### config.mk
export PLATFORM = sky130hd
export DESIGN_NAME = ama_riscv_hazard_ctrl
export DESIGN_NICKNAME = d
export VERILOG_FILES = /design/src/rtl/ama_riscv_hazard_ctrl_pkg.sv /design/src/rtl/ama_riscv_fwd_match.sv /design/src/rtl/ama_riscv_hazard_ctrl.sv
export SDC_FILE = /design/constraint.sdc
export NUM_CORES = 1
export LEC_CHECK = 0
export ABC_AREA = 1
export ABC_CLOCK_PERIOD_IN_PS = 3300
export CAP_MARGIN = 20
export CORE_ASPECT_RATIO = 1.25
export CORE_MARGIN = 1.5
export CORE_UTILIZATION = 35
export DETAILED_ROUTE_END_ITERATION = 8
export GPL_TIMING_DRIVEN = 0
export MAX_ROUTING_LAYER = met4
export PLACE_DENSITY = 0.75
export SLEW_MARGIN = 25
export SYNTH_ARGS = -nofsm -noshare
export SYNTH_HDL_FRONTEND = slang
export SYNTH_SLANG_ARGS = --single-unit
### constraint.sdc
create_clock -name clk -period 3.3 [get_ports clk]
set_clock_uncertainty 0.15 [all_clocks]
set_input_delay 0.66 -clock clk [delete_from_list [all_inputs] [get_ports clk]]
set_output_delay 0.66 -clock clk [all_outputs]
set_load 0.1 [all_outputs]
### src/rtl/ama_riscv_hazard_ctrl_pkg.sv
// Shared definitions for the hazard controller: FSM states and forwarding
// source encodings.
package ama_riscv_hazard_ctrl_pkg;

   localparam int         FWD_STAGES_MAX = 4;
   localparam logic [2:0] FWD_SRC_RF     = 3'd0;

   typedef enum logic [1:0] {
      ST_RUN      = 2'd0,
      ST_LD_STALL = 2'd1,
      ST_MEM_WAIT = 2'd2,
      ST_FLUSH    = 2'd3
   } hz_state_e;

endpackage

### src/rtl/ama_riscv_fwd_match.sv
// Priority match of one source operand against all producer stages;
// the youngest (lowest-index) writer supplies the operand.
module ama_riscv_fwd_match
   import ama_riscv_hazard_ctrl_pkg::*;
#(
   parameter int FWD_STAGES = 2,
   parameter int RA_W       = 5
) (
   input  logic [RA_W-1:0]            rs_i,
   input  logic                       rs_used_i,
   input  logic [FWD_STAGES*RA_W-1:0] rd_stg_i,
   input  logic [FWD_STAGES-1:0]      reg_we_stg_i,
   input  logic [FWD_STAGES-1:0]      load_stg_i,
   output logic [2:0]                 sel_o,
   output logic                       load_hit_o
);

   always_comb begin
      // NOTE: every output gets a default before the loop so no path leaves
      // it unassigned; otherwise synthesis would infer a latch.
      sel_o      = FWD_SRC_RF;
      load_hit_o = 1'b0;
      // Scan oldest to youngest so the lowest matching stage is written last.
      for (int k = FWD_STAGES - 1; k >= 0; k--) begin
         if (k < FWD_STAGES_MAX && rs_used_i && reg_we_stg_i[k] &&
             rd_stg_i[k*RA_W +: RA_W] != '0 &&
             rd_stg_i[k*RA_W +: RA_W] == rs_i) begin
            sel_o      = 3'(k + 1);
            load_hit_o = load_stg_i[k];
         end
      end
   end

endmodule

### src/rtl/ama_riscv_hazard_ctrl.sv
// Pipeline hazard controller: multi-stage operand forwarding plus load-use
// stall, DMEM wait freeze and mispredict flush sequencing.
module ama_riscv_hazard_ctrl
   import ama_riscv_hazard_ctrl_pkg::*;
#(
   parameter int FWD_STAGES = 2,
   parameter int LOAD_LAT   = 1,
   parameter int FLUSH_CYC  = 1,
   parameter int RA_W       = 5
) (
   input  logic                       clk,
   input  logic                       rst,
   input  logic [RA_W-1:0]            rs1_id,
   input  logic [RA_W-1:0]            rs2_id,
   input  logic                       rs1_used_id,
   input  logic                       rs2_used_id,
   input  logic [FWD_STAGES*RA_W-1:0] rd_stg,
   input  logic [FWD_STAGES-1:0]      reg_we_stg,
   input  logic [FWD_STAGES-1:0]      load_stg,
   input  logic                       mem_access,
   input  logic                       dmem_ready,
   input  logic                       mispredict_ex,
   output logic [2:0]                 fwd_a_sel,
   output logic [2:0]                 fwd_b_sel,
   output logic                       stall_if,
   output logic                       stall_id,
   output logic                       clear_if,
   output logic                       clear_id,
   output logic                       clear_ex,
   output logic                       pc_we,
   output logic                       busy
);

   localparam logic [2:0] LOAD_INIT  = 3'(LOAD_LAT - 1);
   localparam logic [2:0] FLUSH_INIT = 3'(FLUSH_CYC - 1);

   logic [2:0] sel_a, sel_b;
   logic       hit_a, hit_b;
   logic       load_use, mem_wait;
   hz_state_e  state_q, saved_q;
   logic [2:0] cnt_q;

   ama_riscv_fwd_match #(.FWD_STAGES(FWD_STAGES), .RA_W(RA_W)) u_fwd_a (
      .rs_i         (rs1_id),
      .rs_used_i    (rs1_used_id),
      .rd_stg_i     (rd_stg),
      .reg_we_stg_i (reg_we_stg),
      .load_stg_i   (load_stg),
      .sel_o        (sel_a),
      .load_hit_o   (hit_a)
   );

   ama_riscv_fwd_match #(.FWD_STAGES(FWD_STAGES), .RA_W(RA_W)) u_fwd_b (
      .rs_i         (rs2_id),
      .rs_used_i    (rs2_used_id),
      .rd_stg_i     (rd_stg),
      .reg_we_stg_i (reg_we_stg),
      .load_stg_i   (load_stg),
      .sel_o        (sel_b),
      .load_hit_o   (hit_b)
   );

   assign load_use = hit_a | hit_b;
   assign mem_wait = mem_access & ~dmem_ready;

   // NOTE: state registers use non-blocking assignments so every flop
   // samples pre-edge values regardless of statement order.
   always_ff @(posedge clk or negedge rst) begin
      if (!rst) begin
         state_q <= ST_RUN;
         saved_q <= ST_RUN;
         cnt_q   <= '0;
      end else begin
         unique case (state_q)
            ST_RUN: begin
               if (mem_wait) begin
                  state_q <= ST_MEM_WAIT;
                  saved_q <= ST_RUN;
               end else if (mispredict_ex) begin
                  state_q <= ST_FLUSH;
                  cnt_q   <= FLUSH_INIT;
               end else if (load_use) begin
                  state_q <= ST_LD_STALL;
                  cnt_q   <= LOAD_INIT;
               end
            end
            ST_LD_STALL: begin
               if (mem_wait) begin
                  state_q <= ST_MEM_WAIT;
                  saved_q <= ST_LD_STALL;
               end else if (mispredict_ex) begin
                  state_q <= ST_FLUSH;
                  cnt_q   <= FLUSH_INIT;
               end else if (cnt_q == '0) begin
                  state_q <= ST_RUN;
               end else begin
                  cnt_q <= cnt_q - 3'd1;
               end
            end
            // The counter is left untouched so a frozen load stall resumes
            // exactly where it stopped.
            ST_MEM_WAIT: begin
               if (dmem_ready) state_q <= saved_q;
            end
            // The redirect is already in flight, so a DMEM wait here is left
            // to the flushed pipeline rather than freezing it.
            ST_FLUSH: begin
               if (mispredict_ex) begin
                  cnt_q <= FLUSH_INIT;
               end else if (cnt_q == '0) begin
                  state_q <= ST_RUN;
               end else begin
                  cnt_q <= cnt_q - 3'd1;
               end
            end
            default: state_q <= ST_RUN;
         endcase
      end
   end

   always_comb begin
      fwd_a_sel = sel_a;
      fwd_b_sel = sel_b;
      stall_if  = 1'b0;
      stall_id  = 1'b0;
      clear_if  = 1'b0;
      clear_id  = 1'b0;
      clear_ex  = 1'b0;
      pc_we     = 1'b1;
      busy      = (state_q != ST_RUN);
      unique case (state_q)
         ST_RUN: begin
            if (!mem_wait && mispredict_ex) begin
               clear_if = 1'b1;
               clear_id = 1'b1;
            end else if (!mem_wait && load_use) begin
               stall_if = 1'b1;
               stall_id = 1'b1;
               clear_ex = 1'b1;
               pc_we    = 1'b0;
            end
         end
         ST_LD_STALL: begin
            stall_if = 1'b1;
            stall_id = 1'b1;
            clear_ex = 1'b1;
            pc_we    = 1'b0;
         end
         ST_MEM_WAIT: begin
            stall_if = 1'b1;
            stall_id = 1'b1;
            pc_we    = 1'b0;
         end
         ST_FLUSH: begin
            clear_if = 1'b1;
            clear_id = 1'b1;
         end
         default: ;
      endcase
      // Reset drives a safe bubble into the pipe immediately, not at an edge.
      if (!rst) begin
         fwd_a_sel = FWD_SRC_RF;
         fwd_b_sel = FWD_SRC_RF;
         stall_if  = 1'b0;
         stall_id  = 1'b0;
         clear_if  = 1'b1;
         clear_id  = 1'b1;
         clear_ex  = 1'b1;
         pc_we     = 1'b0;
         busy      = 1'b0;
      end
   end

endmodule

======== After elaboration in Yosys (flattened, before gate mapping) ========
Index checks and enable logic that the tools add are counted.
storage, ports and cells
  flip-flop bits (word level) ............. 7
  input bits .............................. 31
  output and inout bits ................... 13
  logic and storage cells ................. 91
operators by class
  add/subtract/negate cells ............... 1
  eq/ne operators ......................... 15
  multiplexer cells ....................... 43
  bitwise gates (word level) .............. 3
  reduce and logical (&&, ||, !) cells .... 26
operators with widths
  kind                                              count
  two-way mux 3 bit                                 10
  two-way mux 2 bit                                 12
  == test 5 bit                                     4
  logical AND 1 bit                                 14
  two-way mux 1 bit                                 14
  != test 2 bit, second input constant              6
  nonzero test 5 bit                                2
  one-hot mux 3 bit (3 select lines)                1
  one-hot mux 1 bit (2 select lines)                4
  one-hot mux 2 bit (4 select lines)                1
  AND reduction 3 bit                               2
  == test 2 bit, second input constant              2
  != test 4 bit, second input constant              1
  one-hot mux 2 bit (2 select lines)                1
  AND reduction 4 bit                               1
  nonzero test 2 bit                                2
  zero test 3 bit                                   1
  != test 3 bit, second input constant              1
  nonzero test 3 bit                                1
  subtractor 3 x 1 -> 3 bit, second input constant  1
  == test 2 x 1 -> 1 bit, second input constant     1
  zero test 2 bit                                   1
  OR reduction 2 bit                                1
  AND 1 bit                                         1
  3 further kinds                                   3

======== Logic depth before layout (Yosys ltp) ========
  depth in word-level cells ............... 11
  gate-level depth with buffers ........... 14
  gate-level depth less buffers ........... 14

======== By module ========
From an unflattened synthesis, not the netlist that was laid out.
unflattened totals
  cells, all modules ...................... 217
  area total of the unflattened synthesis .. 1158.6 um^2
modules (own cells, without submodules)
  module                 instances  cells each  area an instance (um^2)  seq. area each (um^2)
  ama_riscv_hazard_ctrl  1          101         653.1                    150.1
  ama_riscv_fwd_match    2          58          252.7                    0.0

======== Least setup slack after synthesis ========
Ideal clock, no wire load.
  path type ............................... input -> output
  from .................................... input port dmem_ready
  to ...................................... output port clear_if
  data arrival time ....................... 3.046 ns
  data required time ...................... 2.490 ns
  slack ................................... -0.556 ns
  cell stages on the path ................. 7
  path buffers ............................ 1
  path through ............................ inv_1 -> nand2_1 -> inv_1 -> nor2_1 -> nand2_1 -> a22oi_1 -> buf_4
on the way
  cells in the longest elaborated chain, start to end .. 7
ends and longest elaborated chain
  element                             line                          source
  start: declaration                  ama_riscv_hazard_ctrl.sv:21   input logic dmem_ready,
  inverter 1 bit                      ama_riscv_hazard_ctrl.sv:64   assign mem_wait = mem_access & ~dmem_ready;
  AND 1 bit                           ama_riscv_hazard_ctrl.sv:64
  zero test 1 bit                     ama_riscv_hazard_ctrl.sv:133  if (!mem_wait && mispredict_ex) begin
  logical AND 1 bit                   ama_riscv_hazard_ctrl.sv:133
  two-way mux 1 bit                   -
  one-hot mux 1 bit (2 select lines)  -
  two-way mux 1 bit                   -
  end: declaration                    ama_riscv_hazard_ctrl.sv:27   output logic clear_if,
Every way passes these cells.

======== Worst setup path after layout ========
  from .................................... input port rs1_id[4]
  to ...................................... output port pc_we
on the way
  cells in the longest elaborated chain, start to end .. 10
  elaborated cells on any way between the ends .. 12
  classes of those cells .................. eq/ne (2); mux (6); bitwise (1); reduce/logical (3)
ends and longest elaborated chain
  element                                 line                          source
  start: declaration                      ama_riscv_hazard_ctrl.sv:13   input logic [RA_W-1:0] rs1_id,
  == test 5 bit                           ama_riscv_fwd_match.sv:27     rd_stg_i[k*RA_W +: RA_W] == rs_i) begin
  logical AND 1 bit                       ama_riscv_fwd_match.sv:26     rd_stg_i[k*RA_W +: RA_W] != '0 &&
  two-way mux 1 bit                       ama_riscv_fwd_match.sv:25     if (k < FWD_STAGES_MAX && rs_used_i && reg_we_stg_i[k] &&
  two-way mux 1 bit (*)                   ama_riscv_fwd_match.sv:25
  bitwise OR 1 bit (*)                    ama_riscv_hazard_ctrl.sv:63   assign load_use = hit_a | hit_b;
  logical AND 1 bit (*)                   ama_riscv_hazard_ctrl.sv:136  end else if (!mem_wait && load_use) begin
  two-way mux 1 bit (*)                   ama_riscv_hazard_ctrl.sv:136
  two-way mux 1 bit (*)                   ama_riscv_hazard_ctrl.sv:133
  one-hot mux 1 bit (2 select lines) (*)  ama_riscv_hazard_ctrl.sv:131  unique case (state_q)
  two-way mux 1 bit (*)                   ama_riscv_hazard_ctrl.sv:161  if (!rst) begin
  end: declaration                        ama_riscv_hazard_ctrl.sv:30   output logic pc_we,
Mark *: on every way between the ends. The rest lies on a longest branch, timed or not.

==> impl_metrics.csv <==
group,metric,value,unit
route,avgViaCountPerCell,4.54,
yosys,synth.most_common_cell,"sky130_fd_sc_hd__nand2_1",
timing,final_max_slew_viol_count,0,
route,ant_nets,0,
yosys,synth_top_flop_cell,"sky130_fd_sc_hd__dfrtp_1",
timing,final_period_minus_worst_setup_slack,3.17,ns
critical_path,path_max_fanout,3,
final_layout,filler_free_cell_count_of_the_finished_design,287,
yosys,synth_top_cell_area_share,0.260,
floorplan,pin_count,44,
yosys,synthesis.instances,206,
route,drt_pre_antenna_iters,4,
timing,worst_pin_slew,0.956,ns
critical_path,start_kind,"input port",
cts,path_clk_slew,0.05,ns
timing,maxSlewHeadroom,0.365,
route,drt_drc_violations_left,0,
grt,grt.busiest_layer,"met2",
cts,cts_bufs_inserted,3,
route,totalWireLength,2660,µm
run,cap_viol_max_count,0,
grt,first_pass_grt_wire_length,4330,µm
placement,numPlacedInstances,284,
final_layout,diodes,0,
grt,gr-usage-all-layers,0.163,
placement,dpl-instance-area,1600,µm²
cts,max_h_tree_level,1,
floorplan,placementRows,22,
critical_path,critPathArrivalTime,2.36,ns
route,drt_first_iter_violations,43,
grt,vias_in_the_first_global_route,1119,
floorplan,starting_density,0.376,
yosys,cell_type_with_the_highest_aggregate_area_in_the_netlist,"sky130_fd_sc_hd__nand2_1",
pwr,vdd.ir_drop.worst,809,µV
final_layout,fin_nets,291,
timing,max_freq,316,MHz
placement,setup_slack_after_placement,-0.894,ns
cts,clk_path_buf_depth,2,
yosys,number_of_synthesized_register_bits,6,
grt,grt_util_met3,0.0269,
grt,globalRouteOverflowTotal,0,
grt,met2_usage,0.319,
critical_path,crit_required,2.49,ns
route,detail_route.wl_per_cell,9.28,µm
status,status,"finished, final reports clean",
yosys,synth.yosys.warnings,0,
cts,cts_tree,"built",
yosys,synthArstFlopShare,1.00,
final_layout,drive_above_1_share,0.227,
cts,cts.sinks,6,
yosys,synth.avg_cell_area,5.47,µm²
cts,worst_skew_pair.late_latency,0.25,ns
floorplan,fp.dieArea,3570,µm²
final_layout,postLayoutCellArea,1700,µm²
pwr,power.leakage,1.08,nW
pwr,power.density,613,nW/µm²
cts,ctsRootBufferMaster,"sky130_fd_sc_hd__clkbuf_4",
timing,finalHoldViolCount,0,
timing,final_cycle_share,0.960,
placement,port_buffers,41,
final_layout,final_util,0.565,
yosys,netlist_top_cells_area,"sky130_fd_sc_hd__nand2_1 (26%), sky130_fd_sc_hd__dfrtp_1 (13%), sky130_fd_sc_hd__inv_1 (8.3%), sky130_fd_sc_hd__nor2_1 (8.0%), sky130_fd_sc_hd__ha_1 (7.8%)",
yosys,synth-edff-count,0,
grt,gr-usage-met1,0.168,
floorplan,die_h,66.5,µm
hold_path,hold_path.class,"in -> async",
critical_path,cp-end-kind,"primary output",
critical_path,path_class,"in -> out",
cts,cts-hold-fix-buffers,0,
timing,timing.final.setup_violations,0,
final_layout,syn2layout_area_growth,50.4,%
grt,grt_start_max_net_pins,11,
pwr,post-layout-total-power,1.04,mW
route,vias,1302,
timing,layout_setup_ws,0.131,ns
placement,place.detailed.hpwl,2330,µm
yosys,netlist_area_before_placement,1130,µm²
floorplan,die_width,53.8,µm
placement,finalWeightedCongestion,0.851,
yosys,synth_cell_types,26,
grt,antenna_violations_before_repair,0,
yosys,post_synth_most_frequent_cells,"sky130_fd_sc_hd__nand2_1 (78), sky130_fd_sc_hd__inv_1 (25), sky130_fd_sc_hd__nor2_1 (24), sky130_fd_sc_hd__nand3_1 (12), sky130_fd_sc_hd__inv_2 (10)",
floorplan,core_area,3000,µm²
yosys,synth_sequential_area_ratio,0.133,
-- final cells by class --
| type | instances | area, µm² |
|---|---|---|
| inverter | 36 | 135 |
| timing repair buffer | 41 | 467 |
| clock buffer | 3 | 22.5 |
| buffer | 4 | 33.8 |
| fill | 298 | 1310 |
| multi-input combinational | 161 | 842 |
| tap | 36 | 45.0 |
| sequential | 6 | 150 |
-- where the power goes --
| part | switching, mW | total (mW) | internal, mW | leakage [nW] |
|---|---|---|---|---|
| sequential | 0.0297 | 0.133 | 0.104 | 0.0778 |
| combinational | 0.574 | 0.837 | 0.263 | 0.985 |
| clock | 0.0266 | 0.0677 | 0.0411 | 0.0138 |
| total | 0.631 | 1.04 | 0.408 | 1.08 |
-- critical path, stage by stage --
cell and delay [ns]:
sky130_fd_sc_hd__clkdlybuf4s50_1 0.51, sky130_fd_sc_hd__nand2_1 0.07, sky130_fd_sc_hd__nand2_1 0.07, sky130_fd_sc_hd__nand2_1 0.07, sky130_fd_sc_hd__nor2_2 0.11, sky130_fd_sc_hd__nand2_2 0.08, sky130_fd_sc_hd__nand2_2 0.08, sky130_fd_sc_hd__nand2_2 0.07
sky130_fd_sc_hd__nand2_4 0.08, sky130_fd_sc_hd__nand2_2 0.05, sky130_fd_sc_hd__nand2_2 0.10, sky130_fd_sc_hd__nand2_1 0.07, sky130_fd_sc_hd__nor2_2 0.11, sky130_fd_sc_hd__buf_6 0.23
-- cell usage in the layout, fill, tap and decap left out, types with 2 or more instances in the layout --
master,netlist,routed
sky130_fd_sc_hd__inv_1,25,23
sky130_fd_sc_hd__clkdlybuf4s50_1,0,10
sky130_fd_sc_hd__buf_6,0,3
sky130_fd_sc_hd__clkbuf_4,0,3
sky130_fd_sc_hd__clkdlybuf4s15_2,0,5
sky130_fd_sc_hd__nand2_4,2,2
sky130_fd_sc_hd__buf_4,4,4
sky130_fd_sc_hd__dlymetal6s2s_1,0,19
sky130_fd_sc_hd__nor2_1,24,23
sky130_fd_sc_hd__nand2_1,78,77
sky130_fd_sc_hd__nand3_1,12,11
sky130_fd_sc_hd__o21ai_0,2,2
sky130_fd_sc_hd__inv_2,10,12
sky130_fd_sc_hd__conb_1,1,2
sky130_fd_sc_hd__nand3_2,2,3
sky130_fd_sc_hd__nand2_2,9,10
sky130_fd_sc_hd__a21oi_1,6,5
sky130_fd_sc_hd__dfrtp_1,6,6
sky130_fd_sc_hd__nor2_2,6,7
sky130_fd_sc_hd__dlygate4sd2_1,0,2
sky130_fd_sc_hd__ha_1,7,7
-- stage by stage --
step	setup TNS, ns	hold slack, ns
6_report	0	0.306
3_5_place_dp	-6.54	0.311
2_1_floorplan	0	0.214
5_1_grt	-0.00414	0.322
3_3_place_gp	-6.62	0.305
4_1_cts	0	0.321
-- worst paths after layout --
path,slack [ns],cells past startpoint,end,start
setup / recovery,0.13,14,pc_we,rs1_id[4]
hold / removal,0.31,1,cnt_q[2],rst
setup reg to reg,1.43,8,cnt_q[0],state_q[1]
hold reg to reg,0.32,2,cnt_q[1],cnt_q[1]
max in group asynchronous,2.38,1,cnt_q[0],rst
min in group clk,0.32,2,cnt_q[1],cnt_q[1]
-- kinds of logic after synthesis --
| kind of cell | count (synthesis) | share of synthesized area |
|---|---|---|
| and+or+nand+nor | 136 | 0.548 |
| AOI/OAI and AO/OA | 15 | 0.0832 |
| DFF | 6 | 0.133 |
| xor gates and xnor gates | 1 | 0.00777 |
| adders and majority gates | 7 | 0.0777 |
| buffers and inverters | 40 | 0.147 |
| other | 1 | 0.00333 |
-- layer usage --
layer | part of all wire | wire length (µm) | vias to the layer above
li1 | - | - | 711
met1 | 0.41 | 1090 | 547
met2 | 0.54 | 1450 | 42
met3 | 0.041 | 108 | 2
met4 | 0.0049 | 13 | 0
met5 | 0 | 0 | -
-- flip-flops by register name, summed over array words and instances (netlist names) --
name,cells
state_q,2
saved_q,1
cnt_q,3
-- what timing repair did --
action                                  4_1_cts  5_1_grt
setup buffers                                 0        0
endpoints found under the setup margin       11        7
pin swaps                                     0        5
gates resized for setup                      46       31
(Power assumes the default switching activity.)
